--- src/rtl/round_sequencer_if.sv ---
// Signal bundle between the round sequencer and its surroundings: user inputs,
// the draw-logic handshake, and the score/status outputs.
interface round_sequencer_if;
   logic       soft_clear;
   logic       confirm;
   logic [2:0] choice;
   logic       draw_done;
   logic       draw_start;
   logic [3:0] scenario;
   logic [1:0] round_winner;
   logic [3:0] player1;
   logic [3:0] player2;
   logic [2:0] phase;
   logic       match_over;

   modport master (
      output soft_clear, confirm, choice, draw_done,
      input  draw_start, scenario, round_winner, player1, player2, phase, match_over
   );

   modport slave (
      input  soft_clear, confirm, choice, draw_done,
      output draw_start, scenario, round_winner, player1, player2, phase, match_over
   );
endinterface

--- src/rtl/round_sequencer.sv ---
// Match sequencer for the cat/dog/chicken game: latches both players' choices,
// resolves the round, hands the scenario to the draw logic and keeps score.
module round_sequencer #(
   parameter int WIN_SCORE   = 5,
   parameter int HOLD_CYCLES = 50_000_000,
   parameter int HOLD_W      = 26
) (
   input  logic               clk,
   input  logic               resetn,
   round_sequencer_if.slave   bus
);

   typedef enum logic [2:0] {
      P1_WAIT   = 3'd0,
      P2_WAIT   = 3'd1,
      RESOLVE   = 3'd2,
      DRAW      = 3'd3,
      SCORE     = 3'd4,
      HOLD      = 3'd5,
      GAME_OVER = 3'd6
   } state_e;

   localparam logic [3:0]        WIN_Q  = 4'(WIN_SCORE);
   localparam logic [HOLD_W-1:0] HOLD_Q = HOLD_W'(HOLD_CYCLES);

   state_e            state_q;
   logic              confirm_q;
   logic              conf_edge_q;
   logic [1:0]        p1_q;
   logic [1:0]        p2_q;
   logic [HOLD_W-1:0] hold_q;
   logic [3:0]        scenario_q;
   logic [1:0]        round_winner_q;
   logic              draw_start_q;
   logic [3:0]        player1_q;
   logic [3:0]        player2_q;
   logic              match_over_q;

   logic [3:0]        scenario_d;
   logic [1:0]        round_winner_d;

   // Anything that is not exactly one-hot counts as cat.
   function automatic logic [1:0] choice_idx(input logic [2:0] c);
      case (c)
         3'b010:  return 2'd1;
         3'b100:  return 2'd2;
         default: return 2'd0;
      endcase
   endfunction

   // NOTE: every variable written in always_comb gets a default first so no latch is inferred.
   always_comb begin
      scenario_d     = ({2'b00, p1_q} * 4'd3) + {2'b00, p2_q};
      round_winner_d = 2'b10;
      if (p1_q == p2_q) begin
         round_winner_d = 2'b11;
      end else begin
         case ({p1_q, p2_q})
            {2'd1, 2'd0},
            {2'd0, 2'd2},
            {2'd2, 2'd1}: round_winner_d = 2'b01;
            default:      round_winner_d = 2'b10;
         endcase
      end
   end

   // NOTE: sequential state uses non-blocking assignments only, so every register sees pre-edge values.
   always_ff @(posedge clk or negedge resetn) begin
      if (!resetn) begin
         state_q        <= P1_WAIT;
         // A confirm key held through reset must be released before it counts.
         confirm_q      <= 1'b1;
         conf_edge_q    <= 1'b0;
         p1_q           <= 2'd0;
         p2_q           <= 2'd0;
         hold_q         <= '0;
         scenario_q     <= 4'd0;
         round_winner_q <= 2'b00;
         draw_start_q   <= 1'b0;
         player1_q      <= 4'd0;
         player2_q      <= 4'd0;
         match_over_q   <= 1'b0;
      end else begin
         confirm_q    <= bus.confirm;
         conf_edge_q  <= bus.confirm & ~confirm_q;
         draw_start_q <= 1'b0;

         if (bus.soft_clear) begin
            state_q        <= P1_WAIT;
            hold_q         <= '0;
            round_winner_q <= 2'b00;
            player1_q      <= 4'd0;
            player2_q      <= 4'd0;
            match_over_q   <= 1'b0;
         end else begin
            case (state_q)
               P1_WAIT: if (conf_edge_q) begin
                  p1_q    <= choice_idx(bus.choice);
                  state_q <= P2_WAIT;
               end
               P2_WAIT: if (conf_edge_q) begin
                  p2_q    <= choice_idx(bus.choice);
                  state_q <= RESOLVE;
               end
               RESOLVE: begin
                  scenario_q     <= scenario_d;
                  round_winner_q <= round_winner_d;
                  draw_start_q   <= 1'b1;
                  state_q        <= DRAW;
               end
               // The first DRAW cycle is the draw_start cycle, so a coincident draw_done is taken.
               DRAW: if (bus.draw_done) state_q <= SCORE;
               SCORE: begin
                  if (round_winner_q == 2'b01 && player1_q < WIN_Q) player1_q <= player1_q + 4'd1;
                  if (round_winner_q == 2'b10 && player2_q < WIN_Q) player2_q <= player2_q + 4'd1;
                  hold_q  <= HOLD_Q;
                  state_q <= HOLD;
               end
               HOLD: begin
                  if (hold_q <= HOLD_W'(1)) begin
                     hold_q <= '0;
                     if (player1_q == WIN_Q || player2_q == WIN_Q) begin
                        match_over_q <= 1'b1;
                        state_q      <= GAME_OVER;
                     end else begin
                        round_winner_q <= 2'b00;
                        state_q        <= P1_WAIT;
                     end
                  end else begin
                     hold_q <= hold_q - HOLD_W'(1);
                  end
               end
               GAME_OVER: if (conf_edge_q) begin
                  player1_q      <= 4'd0;
                  player2_q      <= 4'd0;
                  round_winner_q <= 2'b00;
                  match_over_q   <= 1'b0;
                  state_q        <= P1_WAIT;
               end
               default: state_q <= P1_WAIT;
            endcase
         end
      end
   end

   assign bus.draw_start   = draw_start_q;
   assign bus.scenario     = scenario_q;
   assign bus.round_winner = round_winner_q;
   assign bus.player1      = player1_q;
   assign bus.player2      = player2_q;
   assign bus.phase        = state_q;
   assign bus.match_over   = match_over_q;

endmodule
--- src/flat_wrapper.sv ---
// flat-port wrapper written by rule: the top's interface ports become plain ports
module round_sequencer_flat 
#(
   parameter int WIN_SCORE   = 5,
   parameter int HOLD_CYCLES = 50_000_000,
   parameter int HOLD_W      = 26
)
  (clk, resetn, bus_soft_clear, bus_confirm, bus_choice, bus_draw_done, bus_draw_start, bus_scenario, bus_round_winner, bus_player1, bus_player2, bus_phase, bus_match_over);
  round_sequencer_if bus_i ();
  input  logic clk;
  input  logic resetn;
  input wire logic [$bits(bus_i.soft_clear)-1:0] bus_soft_clear;
  input wire logic [$bits(bus_i.confirm)-1:0] bus_confirm;
  input wire logic [$bits(bus_i.choice)-1:0] bus_choice;
  input wire logic [$bits(bus_i.draw_done)-1:0] bus_draw_done;
  output wire logic [$bits(bus_i.draw_start)-1:0] bus_draw_start;
  output wire logic [$bits(bus_i.scenario)-1:0] bus_scenario;
  output wire logic [$bits(bus_i.round_winner)-1:0] bus_round_winner;
  output wire logic [$bits(bus_i.player1)-1:0] bus_player1;
  output wire logic [$bits(bus_i.player2)-1:0] bus_player2;
  output wire logic [$bits(bus_i.phase)-1:0] bus_phase;
  output wire logic [$bits(bus_i.match_over)-1:0] bus_match_over;
  assign bus_i.soft_clear = bus_soft_clear;
  assign bus_i.confirm = bus_confirm;
  assign bus_i.choice = bus_choice;
  assign bus_i.draw_done = bus_draw_done;
  assign bus_draw_start = bus_i.draw_start;
  assign bus_scenario = bus_i.scenario;
  assign bus_round_winner = bus_i.round_winner;
  assign bus_player1 = bus_i.player1;
  assign bus_player2 = bus_i.player2;
  assign bus_phase = bus_i.phase;
  assign bus_match_over = bus_i.match_over;
  round_sequencer #(.WIN_SCORE(WIN_SCORE), .HOLD_CYCLES(HOLD_CYCLES), .HOLD_W(HOLD_W)) u_core (.clk(clk), .resetn(resetn), .bus(bus_i));
endmodule
--- config.mk ---
export PLATFORM = sky130hd
export DESIGN_NAME = round_sequencer_flat
export DESIGN_NICKNAME = d
export VERILOG_FILES = /design/src/rtl/round_sequencer_if.sv /design/src/rtl/round_sequencer.sv /design/src/flat_wrapper.sv
export SDC_FILE = /design/constraint.sdc
export NUM_CORES = 1
export LEC_CHECK = 0
export ABC_AREA = 1
export CORE_MARGIN = 4
export CORE_UTILIZATION = 43
export CTS_CLUSTER_DIAMETER = 50
export DETAILED_ROUTE_END_ITERATION = 16
export SYNTH_ARGS = -nofsm -noshare
export SYNTH_HDL_FRONTEND = slang
export SYNTH_SLANG_ARGS = --single-unit
export TNS_END_PERCENT = 1
--- constraint.sdc ---
create_clock -name clk -period 3.5 [get_ports clk]
set_clock_uncertainty 0.15 [all_clocks]
set_input_delay 0.525 -clock clk [delete_from_list [all_inputs] [get_ports clk]]
set_output_delay 0.525 -clock clk [all_outputs]
set_load 0.02 [all_outputs]
# After elaboration in Yosys (flattened, before gate mapping)

Cells that the tools add are included.

Logic and storage cells: 98
Input bits: 8
Bits in writable memories: 0
Memories kept: 0
Flip-flop bits (word level): 51
Bits in read-only memories: 0
Bits in latches: 0

$add $sub $neg: 4
Magnitude comparators: 3
Shifts and indexed selects: 0
Equality and inequality tests: 25
Bitwise logic cells: 3
Mux-type cells: 33
Divide/modulo/power cells: 0
$mul: 1
Reductions and logical operators: 17

Operators by type and width:

| cell                                                        | number |
|---|---|
| two-way mux 26 bit                                          | 2 |
| case mux 26 bit (2 select lines)                            | 1 |
| <= comparator 26 x 1 -> 1 bit (second input constant)       | 1 |
| subtractor 26 x 1 -> 26 bit (second input constant)         | 1 |
| two-way mux 3 bit                                           | 7 |
| inequality test 3 x 2 -> 1 bit (second input constant)      | 7 |
| case mux 3 bit (7 select lines)                             | 1 |
| two-way mux 4 bit                                           | 5 |
| case mux 4 bit (2 select lines)                             | 2 |
| == test 3 bit (second input constant)                       | 4 |
| == test 4 x 3 -> 1 bit (second input constant)              | 3 |
| two-way mux 2 bit                                           | 6 |
| AND reduction 3 bit                                         | 4 |
| == test 3 x 2 -> 1 bit (second input constant)              | 3 |
| nonzero test 3 bit                                          | 3 |
| adder 4 x 1 -> 4 bit (second input constant)                | 2 |
| less-than comparator 4 x 3 -> 1 bit (second input constant) | 2 |
| AND reduction 4 bit                                         | 2 |
| two-way mux 1 bit                                           | 6 |
| inequality test 3 bit (second input constant)               | 2 |
| case mux 2 bit (3 select lines)                             | 1 |
| AND reduction 5 bit                                         | 1 |
| adder 4 x 2 -> 4 bit                                        | 1 |
| == test 4 x 2 -> 1 bit (second input constant)              | 1 |
| 16 further kinds                                            | 18 |

# Depth between registers and ports, before layout

Gate-level depths: netlist (run 1).

Depth after elaboration: 6
Gate-level depth with buffers: 12
Mapped depth without buffers: 11

# Worst setup path before layout (run 1)

OpenSTA, ideal clock, no wires.

Kind: register to register
From: reg u_core.p2_q[1]
To: reg u_core.scenario_q[2] (netlist: u_core.bus.scenario[2])
Arrival time: 1624 ps
Data required time: 3224 ps
Stages on the path, launching flop included: 6
Buffers on the path: 0
Path slack: 1600 ps
Cells stage by stage: dfrtp_1 -> fa_1 -> ha_1 -> inv_1 -> fa_1 -> o21ai_0

Cells in the longest elaborated chain, start to end: 1

RTL lines:

| element                | line                   | RTL |
|---|---|---|
| start, declared        | round_sequencer.sv:30  | `logic [1:0] p2_q;` |
| start signal, assigned | round_sequencer.sv:102 | `p2_q <= choice_idx(bus.choice);` |
| adder 4 x 2 -> 4 bit   | round_sequencer.sv:53  | `scenario_d = ({2'b00, p1_q} * 4'd3) + {2'b00, p2_q};` |
| end signal, assigned   | round_sequencer.sv:106 | `scenario_q <= scenario_d;` |
| end, declared          | round_sequencer.sv:32  | `logic [3:0] scenario_q;` |

Every way passes these cells.
A chain may end at the register's enable or synchronous reset.

# Worst setup path in the final report (run 1)

From: in bus_soft_clear
To: reg u_core.hold_q[18]

Cells in the longest elaborated chain, start to end: 1
Elaborated cells between the ends (all ways): 2

RTL lines:

| element                                                            | line                   | RTL |
|---|---|---|
| start, declared                                                    | flat_wrapper.sv:12     | `input wire logic [$bits(bus_i.soft_clear)-1:0] bus_soft_clear;` |
| nonzero test 3 bit (no line) or two-way mux 26 bit (tied branches) | -                      |  |
| end signal, assigned                                               | round_sequencer.sv:130 | `hold_q <= hold_q - HOLD_W'(1);` |
| end, declared                                                      | round_sequencer.sv:31  | `logic [HOLD_W-1:0] hold_q;` |

Several ways; a longest one is shown, not always the timed one.

==> flow_metrics.tcl, run 1 <==
set metrics [dict create \
    status "complete, no violations" \
    cp_common_cell "nor2_1" \
    avgSynthCellArea_um2 7.26 \
    switchingPower_mw 1.24 \
    slew_violations 0 \
    multi_input_area_um2 1880 \
    path_max_fanout 15 \
    fp.dieH_um 97.5 \
    core_um2 7770 \
    synth_top_family_by_area "simple AND/OR/NAND/NOR gates" \
    initial_core_util 0.443 \
    cts-resized-gates 0 \
    clkSlewWorstSetupHoldPaths_ns 0.10 \
    ys_warn_count 0 \
    grt_pass1_vias 3002 \
    pwr-share-clk 0.143 \
    grt_usage 0.170 \
    synth_seq_cells 51 \
    grt_antenna_before_repair 0 \
    fmax_ghz 0.429 \
    hp-class "reg2reg" \
    r2r_setup_slack_ns 1.38 \
    layout_setup_ws_ns 1.17 \
    grt_max_degree 40 \
    cp.required_ns 3.55 \
    hold_buffers 1 \
    tightest_slew_ns 0.581 \
    root_buffer "clkbuf_8" \
    grt_pass1_wl_um 13500 \
    yosysSeqAreaShare 0.371 \
    crit_family "buffers and inverters" \
    synth_adder_area_share 0.0589 \
    postPlaceCellArea_um2 3770 \
    cts_setup_buffers 0 \
    ir_drop_uv 248 \
    mappedNetlistNets 497 \
    crit_buf_inv 3 \
    vias_per_cell 4.98 \
    comb_power_share 0.534 \
    overflow 0 \
    syn_inst 474 \
    fin_crit_sh 0.665 \
    syn2layout_area_growth_pct 12.8 \
    critPathKind "in2reg" \
    worstPathArrival_ns 2.38 \
    slew_headroom 0.609 \
    worstReg2RegEnd "u_core.hold_q[24]$_DFFE_PN0P_" \
    synthXorXnorAreaFrac 0.0382 \
    syn_area_um2 3440 \
    fin_setup_tns_ns 0 \
    rr_worst_depth 11 \
    rows 32 \
    yosys.area_share.simple 0.388 \
    drt_iter0_drc 126 \
    setup_viol_count_final 0 \
    die-area_um2 9500 \
    wl_per_cell_um 12.7 \
    htreeDepth 2 \
    cts_tree "done" \
    sw_frac_of_total 0.468 \
    power_frac_seq 0.323 \
    dr.pass1.iters 4 \
    fillers 781 \
    numPortBuffers 26 \
    synth_mux_area_frac 0 \
    routed_wl_um 7710 \
    clk_path_buf_depth 2 \
    seqCellArea_um2 1280 \
    dp_hpwl_um 5920 \
    crit_chain "clkdlybuf4s50_1 > inv_1 > nand3_2 > inv_2 > nor2_1 > xor2_1 > nor2_1" \
    io_pins 27 \
    power.leakage_nw 1.96 \
    rsz0062_at_grt "no" \
    gp_congestion 0.892 \
    crit_path_end_kind "flop" \
    insertedDiodeCount 0 \
    clk_latency_ns 0.31 \
    min-delay-start "u_core.bus.scenario[1]$_DFFE_PN0P_" \
    max_stage_delay_ns 0.61 \
    drc 0 \
    drive_above_1_share 0.0994 \
    synth_compound_area_frac 0.0596 \
    r2r_start "u_core.hold_q[0]$_DFFE_PN0P_" \
    vias 3012 \
    die_w_um 97.5 \
    numCtsBuffers 5 \
    cts_sinks 51 \
    power_density_nw_per_um2 684 \
    drv_cap 0 \
    critical_path.startpoint_type "input port" \
    hold_viol 0 \
    power.internal_mw 1.41 \
    finalNetCount 525 \
    yosysUniqueCellTypes 37 \
    ant_nets 0 \
    holdPathStages 2 \
    slowest_stage "clkdlybuf4s50_1" \
    final_area_um2 3880 \
    layout_min_cycle_time_ns 2.33 \
    place_ws_ns 0.873 \
    hold_end "u_core.bus.scenario[1]$_DFFE_PN0P_" \
]
==> routing by layer <==
metal	wire length, um	global-route usage
met1	3700	0.220
met2	3550	0.278
met3	285	0.0373
met4	181	0.0650
met5	0	0
==> power groups by stage <==
stage / clock [mW] / combinational (mW) / sequential (mW)
global placement: 0 / 1.40 / 0.871
finish: 0.380 / 1.42 / 0.857
global route: 0.422 / 1.62 / 0.880
CTS: 0.391 / 1.43 / 0.860
floorplan: 0 / 0.995 / 0.902
detailed placement: 0 / 1.42 / 0.870
==> worst register-to-register path, stage by stage (launching register included) <==
cell	delay, ns
dfrtp_1	0.43
inv_1	0.09
ha_1	0.24
nand2_1	0.09
nor2_2	0.13
nand2_1	0.07
nand2_1	0.08
nand2_2	0.12
nand2_2	0.24
nand2_1	0.10
inv_2	0.19
nor2_1	0.08
==> layout make-up <==
| cell class | count | area share |
|---|---|---|
| inverter | 59 | 0.0570 |
| timing repair buffer | 29 | 0.0722 |
| multi-input combinational | 356 | 0.483 |
| tap | 102 | 0.0329 |
| clock buffer | 8 | 0.0258 |
| sequential | 51 | 0.329 |
==> cell usage in the layout (no fill, tap or decap), drive strengths merged <==
master         netlist  final
a21oi                7      7
a31oi                1      1
and2                 1      1
buf                  8      3
clkbuf               0      8
clkdlybuf4s50        0     25
dfrtp               50     50
dfstp                1      1
dlygate4sd3          0      1
fa                   2      2
ha                  13     13
inv                 59     59
nand2              145    145
nand3               40     40
nand3b               3      3
nand4               12     12
nor2                79     79
nor3                 6      6
nor3b                1      1
nor4                 2      2
o21a                 1      1
o21ai               24     24
o21bai               1      1
o22ai                1      1
or2                  2      2
xnor2                2      2
xor2                13     13
==> sequential cells by signal (all words and copies together), names as in the netlist <==
register	count
u_core.confirm_q	1
u_core.p2_q	2
u_core.p1_q	2
u_core.bus.draw_start	1
u_core.bus.phase	3
u_core.conf_edge_q	1
u_core.bus.scenario	4
u_core.bus.player2	4
u_core.hold_q	26
u_core.bus.player1	4
u_core.bus.match_over	1
u_core.bus.round_winner	2
==> cells in the mapped netlist, drive strengths merged <==
master  count  area share
nand4      12       0.022
o22ai       1      0.0018
xor2       13       0.033
inv        59       0.064
a21oi       7       0.011
fa          2       0.012
nor3        6      0.0087
nand3      40       0.068
and2        1      0.0018
buf         8       0.020
xnor2       2      0.0051
dfstp       1      0.0076
nor3b       1      0.0036
o21bai      1      0.0033
ha         13       0.047
nand3b      3      0.0065
nand2     145        0.17
o21a        1      0.0022
nor2       79        0.10
dfrtp      50        0.36
nor4        2      0.0036
o21ai      24       0.039
a31oi       1      0.0018
or2         2      0.0036
==> worst max-delay path by stage <==
stage | start | slack [ns] | endpoint | cells after the start
after floorplan | u_core.p2_q[1]$_DFFE_PN0P_ | 1.60 | u_core.bus.scenario[2]$_DFFE_PN0P_ | 5
after global placement | bus_soft_clear | 0.93 | u_core.hold_q[9]$_DFFE_PN0P_ | 7
after detailed placement | bus_soft_clear | 0.87 | u_core.hold_q[9]$_DFFE_PN0P_ | 7
after CTS | bus_soft_clear | 1.19 | u_core.hold_q[9]$_DFFE_PN0P_ | 7
after global routing | bus_soft_clear | 1.05 | u_core.hold_q[9]$_DFFE_PN0P_ | 7
final | bus_soft_clear | 1.17 | u_core.hold_q[18]$_DFFE_PN0P_ | 7
==> per-stage QoR <==
step                power, mW  utilization  hold slack (ns)  instances
finish                   2.66        0.500            0.329        605
global route             2.92        0.500            0.349        605
CTS                      2.68        0.500            0.332        605
detailed placement       2.29        0.486            0.297        596
global placement         2.27        0.486            0.297        596
floorplan                1.90            -           0.0794        474
==> cell families (layout without fill, tap and decap cells) <==
family | Yosys count | after routing
and+or+nand+nor | 291 | 291
buffers and inverters | 67 | 96
DFF | 51 | 51
AOI/OAI and AO/OA | 35 | 35
adders and majority gates | 15 | 15
xor gates and xnor gates | 15 | 15
Note: power is estimated with default switching activity, not from simulation.
==> run 2, diff against run 1 <==
- clock period: 3.5 -> 1.9 ns (I/O delays scaled with it)
==> run 2 against run 1 <==
Power is 96% higher. The run now ends with setup timing left. Wire length rose by 4.6%. Critical endpoint is now u_core.bus.scenario[2]$_DFFE_PN0P_. Non-clock buffer count increased by 23. Worst hold slack got worse by 0.086 ns. Sequential cell count did not move. Largest power group unchanged. Final cell count grew 3.8%. Combinational power increased by 100%. Highest routed layer unchanged. Clock power rose by 110%. Setup slack lost 1.2 ns.
==> flow_metrics.tcl, run 2 (synthesis gave the netlist of run 1 again) <==
set metrics [dict create \
    finalNetCount 548 \
    insertedDiodeCount 0 \
    drt_iter0_drc 120 \
    rows 32 \
    power.total_mw 5.21 \
    dp_hpwl_um 6140 \
    drv_cap 0 \
    layout_common_cells "nand2_1 (134), nor2_1 (60), inv_1 (53)" \
    final_common_cell "nand2_1" \
    vias 3081 \
    status "finished with violations" \
    hold_viol 0 \
    critical_path.startpoint_type "flop" \
    clk_path_buf_depth 2 \
    cts_setup_buffers 0 \
    clk_latency_ns 0.32 \
    layout_setup_ws_ns -0.0340 \
    core_um2 7770 \
    power_density_nw_per_um2 1250 \
    drc 0 \
    numPortBuffers 26 \
    root_buffer "clkbuf_8" \
    numCtsBuffers 5 \
    largest_reg_flops 26 \
    fin_crit_sh 1.02 \
    tightest_slew_ns 0.586 \
    rsz0062_at_grt "yes" \
    gp_congestion 0.895 \
    dr.pass1.iters 4 \
    slew_headroom 0.609 \
    worstPathArrival_ns 1.99 \
    place_inst 619 \
    die_w_um 97.5 \
    setup_viol_count_final 1 \
    layout_min_cycle_time_ns 1.93 \
    grt_pass1_wl_um 14200 \
    routed_wl_um 8070 \
    grt_max_degree 37 \
    fp.dieH_um 97.5 \
    ant_nets 0 \
    die-area_um2 9500 \
    wl_per_cell_um 12.8 \
    path_max_fanout 2 \
    critPathKind "reg2reg" \
    met3_usage 0.0302 \
    fmax_ghz 0.517 \
    cp.required_ns 1.95 \
    cts_tree "done" \
    cts_sinks 51 \
    grtUsageMet2 0.287 \
    grt_antenna_before_repair 0 \
    grt_use_met1 0.253 \
    drive_above_1_share 0.167 \
    fillers 778 \
    slew_violations 0 \
    top_register "u_core.hold_q" \
    ir_drop_uv 512 \
    busiest_layer "met2" \
    instances_no_fill 628 \
    initial_core_util 0.443 \
    grt_pass1_vias 3055 \
    clkSlewWorstSetupHoldPaths_ns 0.09 \
    fin_setup_tns_ns -0.0340 \
    htreeDepth 2 \
    power.leakage_nw 2.11 \
    place_ws_ns -0.134 \
    violations "setup timing" \
    final_util 0.536 \
    vias_per_cell 4.91 \
    crit_path_end_kind "flop" \
    syn2layout_area_growth_pct 20.9 \
    overflow 0 \
    hp-class "in2reg" \
    io_pins 27 \
    grt_usage 0.180 \
]
==> run 2: layer usage <==
metal,wire length [um],part of all wire,up-vias
li1,-,-,1586
met1,3930,0.49,1436
met2,3780,0.47,51
met3,262,0.032,8
met4,97,0.012,0
met5,0,0,-
==> run 2: what timing repair did <==
| action | in CTS | in global routing |
|---|---|---|
| setup endpoints to repair | 15 | 33 |
| pin swaps | 0 | 2 |
| hold buffers | 1 | 0 |
| gates resized for setup | 5 | 25 |
| endpoints found under the hold margin | 14 | 0 |
==> run 2: stage by stage <==
stage          area [um^2]  hold slack [ns]
3_3_place_gp          3960           0.0789
6_report              4160            0.243
5_1_grt               4160            0.240
2_1_floorplan         3440           -0.161
4_1_cts               4080            0.233
3_5_place_dp          3960           0.0807
==> run 2: report_power, final <==
| part | switching (mW) | internal (mW) | total (mW) | leakage, nW |
|---|---|---|---|---|
| Clock | 0.387 | 0.394 | 0.781 | 0.0514 |
| Combinational | 1.75 | 1.08 | 2.84 | 1.39 |
| Sequential | 0.268 | 1.32 | 1.59 | 0.671 |
==> run 2: area by class of cell <==
class / instances / area [um^2] / area share
multi-input combinational: 356 / 1940 / 0.467
sequential: 51 / 1280 / 0.308
timing repair buffer: 52 / 469 / 0.113
inverter: 59 / 226 / 0.0544
tap: 102 / 128 / 0.0307
clock buffer: 6 / 72.6 / 0.0174
clock inverter: 2 / 37.5 / 0.00902
==> run 2: critical path: stages (launching register included) <==
cell and delay (ns):
dfrtp_1 0.41, fa_1 0.55, ha_1 0.14, inv_1 0.04, fa_1 0.47, o21ai_1 0.07
==> run 2: worst paths after layout <==
kind                                                           end  depth (start not counted)                               from  slack, ns
worst min register to register   u_core.bus.match_over$_DFFE_PN0P_                          2  u_core.bus.match_over$_DFFE_PN0P_       0.34
worst min-delay path                    u_core.confirm_q$_DFF_PN1_                          1                        bus_confirm       0.24
min in group asynchronous        u_core.bus.match_over$_DFFE_PN0P_                          2                             resetn       0.29
worst max-delay path            u_core.bus.scenario[2]$_DFFE_PN0P_                          5         u_core.p1_q[1]$_DFFE_PN0P_      -0.03
max in group asynchronous            u_core.hold_q[15]$_DFFE_PN0P_                          3                             resetn       0.76
worst max register to register  u_core.bus.scenario[2]$_DFFE_PN0P_                          5         u_core.p1_q[1]$_DFFE_PN0P_      -0.03
